===== config.mk =====
export PLATFORM = sky130hd
export DESIGN_NAME = bcd_stopwatch_timer
export DESIGN_NICKNAME = d
export VERILOG_FILES = /design/src/rtl/bcd_stopwatch_timer.sv
export SDC_FILE = /design/constraint.sdc
export NUM_CORES = 1
export LEC_CHECK = 0
export CAP_MARGIN = 20
export CORE_ASPECT_RATIO = 2
export CORE_MARGIN = 2
export CORE_UTILIZATION = 30
export DETAILED_ROUTE_END_ITERATION = 8
export GPL_TIMING_DRIVEN = 0
export PLACE_DENSITY = 0.56
export SYNTH_ARGS = -nofsm -noshare
export SYNTH_HDL_FRONTEND = slang
export SYNTH_SLANG_ARGS = --single-unit

===== constraint.sdc =====
create_clock -name clk -period 3.1 [get_ports clk]
set_input_delay 0.31 -clock clk [delete_from_list [all_inputs] [get_ports clk]]
set_output_delay 0.31 -clock clk [all_outputs]
set_load 0.03 [all_outputs]

===== src/rtl/bcd_stopwatch_timer.sv =====
// BCD stopwatch/timer: count-up or countdown in 0.1 s steps with preset load,
// lap-freeze display and a sticky done flag. Display digits are registered copies of the count.
module bcd_stopwatch_timer #(
  parameter int TICK_DIV   = 10_000_000,
  parameter int MIN_DIGITS = 2
) (
  input  logic                        clk,
  input  logic                        reset,
  input  logic                        start,
  input  logic                        stop,
  input  logic                        clear,
  input  logic                        mode_down,
  input  logic                        load,
  input  logic [4*(MIN_DIGITS+3)-1:0] preset_bcd,
  input  logic                        lap,
  output logic [3:0]                  tenths_bcd,
  output logic [3:0]                  seconds_bcd,
  output logic [3:0]                  seconds2_bcd,
  output logic [4*MIN_DIGITS-1:0]     minutes_bcd,
  output logic                        running,
  output logic                        done,
  output logic                        lap_active
);

  localparam int DW   = 32'sd4;
  localparam int NDIG = MIN_DIGITS + 32'sd3;
  localparam int CW   = DW * NDIG;
  localparam int PW   = $clog2(TICK_DIV);
  localparam logic [PW-1:0] PRESC_LAST = PW'(TICK_DIV - 32'sd1);

  typedef enum logic [1:0] {IDLE = 2'd0, RUN = 2'd1, PAUSE = 2'd2, DONE = 2'd3} state_t;

  // Digit index 2 is seconds tens, which rolls over at 5; all others roll at 9.
  function automatic logic [3:0] digit_max(input int idx);
    return (idx == 32'sd2) ? 4'd5 : 4'd9;
  endfunction

  function automatic logic [CW-1:0] count_max();
    logic [CW-1:0] v;
    v = {CW{1'b0}};
    for (int i = 32'sd0; i < NDIG; i++) v[DW*i +: DW] = digit_max(i);
    return v;
  endfunction

  function automatic logic [CW-1:0] clamp_preset(input logic [CW-1:0] p);
    logic [CW-1:0] v;
    v = p;
    for (int i = 32'sd0; i < NDIG; i++) begin
      if (p[DW*i +: DW] > digit_max(i)) v[DW*i +: DW] = digit_max(i);
      else v[DW*i +: DW] = p[DW*i +: DW];
    end
    return v;
  endfunction

  function automatic logic [CW-1:0] bcd_inc(input logic [CW-1:0] c);
    logic [CW-1:0] v;
    logic          carry;
    v     = c;
    carry = 1'b1;
    for (int i = 32'sd0; i < NDIG; i++) begin
      if (carry && (c[DW*i +: DW] >= digit_max(i))) begin
        v[DW*i +: DW] = 4'd0;
      end else if (carry) begin
        v[DW*i +: DW] = c[DW*i +: DW] + 4'd1;
        carry         = 1'b0;
      end else begin
        v[DW*i +: DW] = c[DW*i +: DW];
      end
    end
    return v;
  endfunction

  function automatic logic [CW-1:0] bcd_dec(input logic [CW-1:0] c);
    logic [CW-1:0] v;
    logic          borrow;
    v      = c;
    borrow = 1'b1;
    for (int i = 32'sd0; i < NDIG; i++) begin
      if (borrow && (c[DW*i +: DW] == 4'd0)) begin
        v[DW*i +: DW] = digit_max(i);
      end else if (borrow) begin
        v[DW*i +: DW] = c[DW*i +: DW] - 4'd1;
        borrow        = 1'b0;
      end else begin
        v[DW*i +: DW] = c[DW*i +: DW];
      end
    end
    return v;
  endfunction

  localparam logic [CW-1:0] COUNT_MAX = count_max();

  state_t          state_r, state_s;
  logic [CW-1:0]   count_r, count_s, step_s;
  logic [CW-1:0]   disp_r, disp_s;
  logic [PW-1:0]   presc_r, presc_s;
  logic            mode_r, mode_s;
  logic            done_r, done_s;
  logic            lap_r, lap_s;
  logic            running_r;

  // Next-state, count, prescaler and display selection; priority clear > stop > start > load.
  always_comb begin
    state_s = state_r;
    count_s = count_r;
    presc_s = presc_r;
    done_s  = done_r;
    lap_s   = lap_r;
    disp_s  = lap_r ? disp_r : count_r;
    step_s  = mode_r ? bcd_dec(count_r) : bcd_inc(count_r);
    mode_s  = (state_r == IDLE) ? mode_down : mode_r;
    if (clear) begin
      state_s = IDLE;
      count_s = {CW{1'b0}};
      presc_s = {PW{1'b0}};
      done_s  = 1'b0;
      lap_s   = 1'b0;
      disp_s  = {CW{1'b0}};
    end else begin
      // A lap snapshot takes the pre-tick count even when a tick lands on the same edge.
      if (lap && ((state_r == RUN) || (state_r == PAUSE))) begin
        lap_s  = ~lap_r;
        disp_s = count_r;
      end else begin
        lap_s  = lap_r;
      end
      case (state_r)
        IDLE: begin
          if (stop) begin
            state_s = IDLE;
          end else if (start) begin
            if (mode_down && (count_r == {CW{1'b0}})) state_s = IDLE;
            else state_s = RUN;
          end else if (load) begin
            count_s = clamp_preset(preset_bcd);
          end else begin
            count_s = count_r;
          end
        end
        RUN: begin
          if (presc_r == PRESC_LAST) begin
            presc_s = {PW{1'b0}};
            if (!mode_r && (count_r == COUNT_MAX)) begin
              done_s  = 1'b1;
              state_s = DONE;
            end else begin
              count_s = step_s;
              if (mode_r && (step_s == {CW{1'b0}})) begin
                done_s  = 1'b1;
                state_s = DONE;
              end else if (stop) begin
                state_s = PAUSE;
              end else begin
                state_s = RUN;
              end
            end
          end else begin
            presc_s = presc_r + PW'(1'b1);
            if (stop) state_s = PAUSE;
            else state_s = RUN;
          end
        end
        PAUSE: begin
          if (!stop && start) state_s = RUN;
          else state_s = PAUSE;
        end
        DONE: begin
          state_s = DONE;
        end
        default: begin
          state_s = IDLE;
        end
      endcase
    end
  end

  // State and datapath registers with asynchronous clear.
  always_ff @(posedge clk or posedge reset) begin
    if (reset) begin
      state_r   <= IDLE;
      count_r   <= {CW{1'b0}};
      disp_r    <= {CW{1'b0}};
      presc_r   <= {PW{1'b0}};
      mode_r    <= 1'b0;
      done_r    <= 1'b0;
      lap_r     <= 1'b0;
      running_r <= 1'b0;
    end else begin
      state_r   <= state_s;
      count_r   <= count_s;
      disp_r    <= disp_s;
      presc_r   <= presc_s;
      mode_r    <= mode_s;
      done_r    <= done_s;
      lap_r     <= lap_s;
      running_r <= (state_s == RUN);
    end
  end

  assign tenths_bcd   = disp_r[3:0];
  assign seconds_bcd  = disp_r[7:4];
  assign seconds2_bcd = disp_r[11:8];
  assign minutes_bcd  = disp_r[CW-1:12];
  assign running      = running_r;
  assign done         = done_r;
  assign lap_active   = lap_r;

endmodule


==> results of run 1 <==
cell families (layout without fill, tap and decap cells):
kind of cell / after synthesis / after routing / synth area share (%)
simple gates: 280 / 280 / 29.4
compound gates: 141 / 141 / 18.2
buf+inv: 55 / 145 / 5.36
flops: 70 / 70 / 35.9
fa+ha+maj: 24 / 24 / 6.16
xor+xnor: 19 / 19 / 3.41
mux: 7 / 7 / 1.54
area by class of cell:
type / instances / area share [%]
Sequential cell: 70 / 28.2
Clock inverter: 5 / 0.944
Multi-Input combinational cell: 471 / 47.2
Timing Repair Buffer: 77 / 11.6
Tap cell: 204 / 4.10
Clock buffer: 10 / 3.84
Buffer: 32 / 2.73
Inverter: 21 / 1.39
critical path, cell delays in order, from the launching register on:
cell and delay [ps]:
dfrtp_2 450, ha_1 250, or3b_4 420, nand4_4 120, o21ai_1 80, a211o_1 260
or4b_4 500, or4_4 460, nor4_4 390, o31ai_2 100, and2_1 180
registers in the layout, indices dropped and copies added, names as in the netlist:
signal / flops
running: 1
lap_active: 1
disp_r: 20
done: 1
presc_r: 24
state_r: 2
mode_r: 1
count_r: 20
layer usage:
layer	vias up	part of all wire [%]
li1	2285	-
met1	2328	44
met2	175	47
met3	35	6.0
met4	0	3.7
met5	-	0
synth_stat cells, types with 3 or more instances:
cell / number / share of area (%)
nand2_1: 95 / 7.3
dfrtp_1: 70 / 36
nor2_1: 68 / 5.2
a21oi_1: 48 / 4.9
o21ai_0: 31 / 3.2
clkbuf_1: 24 / 1.8
ha_1: 24 / 6.2
inv_1: 21 / 1.6
nand4_1: 18 / 2.3
nor3_1: 14 / 1.4
xor2_1: 14 / 2.5
nand3_1: 13 / 1.3
nor3b_1: 11 / 1.7
o31ai_1: 10 / 1.5
a31oi_1: 7 / 0.90
and3_1: 7 / 0.90
nor2b_1: 7 / 0.90
buf_6: 6 / 1.4
nand2b_1: 6 / 0.77
nor4_1: 5 / 0.64
xnor2_1: 5 / 0.90
a211oi_1: 4 / 0.62
and2_1: 4 / 0.51
mux2_2: 4 / 0.92
o21a_1: 4 / 0.62
or3_1: 4 / 0.51
a221oi_1: 3 / 0.54
a22o_1: 3 / 0.54
a22oi_1: 3 / 0.46
mux2i_1: 3 / 0.62
nor4bb_1: 3 / 0.62
o21bai_1: 3 / 0.46
o22ai_1: 3 / 0.39
or2_2: 3 / 0.39
power by group through the flow:
stage	Clock [µW]	Sequential, µW	Combinational, µW
after floorplan	0	1460	1840
after global placement	0	1400	2790
after detailed placement	0	1400	2820
after CTS	1090	1360	3130
after global routing	1140	1390	3550
final	1070	1360	3280
how the worst max path moves through the flow:
| stage | from | endpoint | slack, ps |
|---|---|---|---|
| after CTS | count_r[0] | running | -250 |
| after global placement | count_r[0] | running | -580 |
| after floorplan | count_r[0] | running | 20 |
| after detailed placement | count_r[4] | running | -560 |
| final | count_r[4] | running | -230 |
| after global routing | count_r[8] | running | -340 |
stage by stage:
step                      cells  TNS (ps)  utilization, %  hold slack [ps]
after floorplan             596         0               -              462
after global placement      850    -31080            35.0              513
after detailed placement    851     -3640            35.2              516
after CTS                   886      -674            38.2              197
after global routing        890     -1090            38.7              195
final                       890      -620            38.7              193
what timing repair did:
action                                 4_1_cts  5_1_grt
setup endpoints to repair                   23       19
setup buffers                               20        6
gates resized for setup                     17       11
pin swaps                                    5        3
endpoints found under the hold margin        0        0
==> impl_metrics.csv, run 1 <==
group,metric,value,unit
power,irDropWorstVdd,0.423,mV
power,sw_frac_of_total,46.0,%
detailed_routing,wire_per_inst,17.3,µm
finish,final_common_cell,"nand2_1",
finish,postLayoutCellArea,0.00623,mm²
critical_path,cp-end-kind,"flip-flop",
timing,setup_violations,4,
clock_tree,cts_tree,"yes",
synthesis,syn_area,0.00487,mm²
critical_path,r2r_slack,-230,ps
detailed_routing,first_pass_iters,5,
critical_path,crit_fanout,4,
power,p_total,5710,µW
global_route,grtUsageMet3,3.19,%
timing,slew_headroom,39.0,%
clock_tree,cts_buffers,9,
detailed_routing,vias_per_cell,5.42,
finish,diodes,0,
finish,fill_cells,1659,
power,p_leak,0.00254,µW
finish,final_cell_mix,"nand2_1, nor2_1, dfrtp_1",
floorplanning,initial_utilization,30.3,%
detailed_routing,drc,0,
outcome,status,"finished with violations",
finish,drive_above_1_share,14.4,%
clock_tree,ctsHoldBuffers,0,
global_route,gr-total-overflow,0,
clock_tree,clk_path_buf_depth,2,
clock_tree,clkSinkCount,70,
synthesis,synth_ff_type,"dfrtp_1",
synthesis,synthArstFlopShare,100,%
power,share_comb_of_total_power,57.4,%
global_route,grt_pass1_wl,24900,µm
global_route,use_met1,24.9,%
clock_tree,clkLatencyLatePin,340,ps
global_route,top_usage_layer,"met2",
floorplanning,die_w,94.1,µm
synthesis,avgSynthCellArea,8.18,µm²
critical_path,reg2reg_depth,10,
placed_design,dp_slack,-563,ps
global_route,grt_use_met2,28.4,%
power,power_switching,2630,µW
floorplanning,dieHeight,184,µm
detailed_routing,vias,4823,
synthesis,yosys_warnings,0,
global_route,grt_usage,18.2,%
timing,setup_slack,-234,ps
timing,fin_crit,3330,ps
critical_path,cp.required,3320,ps
finish,multi_input_comb_area,0.00294,mm²
synthesis,syn_nets,648,
power,p_int,3090,µW
power,powerDensity,917,mW/mm²
critical_path,r2r_end,"running",
timing,fmax,0.300,GHz
critical_path,worst_ep_arrival_time,3550,ps
synthesis,ys_seq_area_share,35.9,%
synthesis,synth_edf_count,0,
placed_design,dp_hpwl,10900,µm
global_route,grt_antenna_before_repair,0,
placed_design,port_buffers,50,
min_path,hold_class,"in -> async",
floorplanning,core_area,0.0161,mm²
detailed_routing,drt_iter0_drc,296,
run,maxCapViolations,0,
timing,finalHoldViolCount,0,
placed_design,place_congestion,0.910,
synthesis,syn_inst,596,
clock_tree,clk_pin_slew,60,ps
finish,area_growth,27.8,%
global_route,grt_pass1_vias,4779,
timing,worst_pin_slew,912,ps
timing,finClkSkew,11.2,ps
timing,min_period_over_period,108,%
detailed_routing,route.antenna.remaining_nets,0,
power,pwr-share-seq,23.9,%
detailed_routing,totalWireLength,15400,µm
critical_path,criticalPathCategory,"reg -> reg",
floorplanning,dieArea,0.0173,mm²
synthesis,ys_ff_latch,70,
finish,regArea,0.00176,mm²
floorplanning,rows,66,
clock_tree,h-tree-depth,3,
timing,finalMaxSlewViolations,0,
finish,nets,734,
critical_path,cp-start-kind,"flip-flop",
power,pwr-share-clk,18.7,%
clock_tree,root_buffer,"clkbuf_16",
outcome,violations,"setup timing",
timing,rsz0062_at_grt,"true",
synthesis,yosys.cell_types.count,72,
global_route,grt_max_degree,69,
placed_design,place_area,0.00566,mm²
floorplanning,io-pin-count,51,
critical_path,reg2reg_from,"count_r[4]",
Note: power is estimated with default switching activity, not from simulation.
==> run 2, diff against run 1 <==
Settings changed: GPL_ROUTABILITY_DRIVEN from default to 0.
==> results of run 2 <==
Final layout, timing and power as in run 1 (identical DEF).
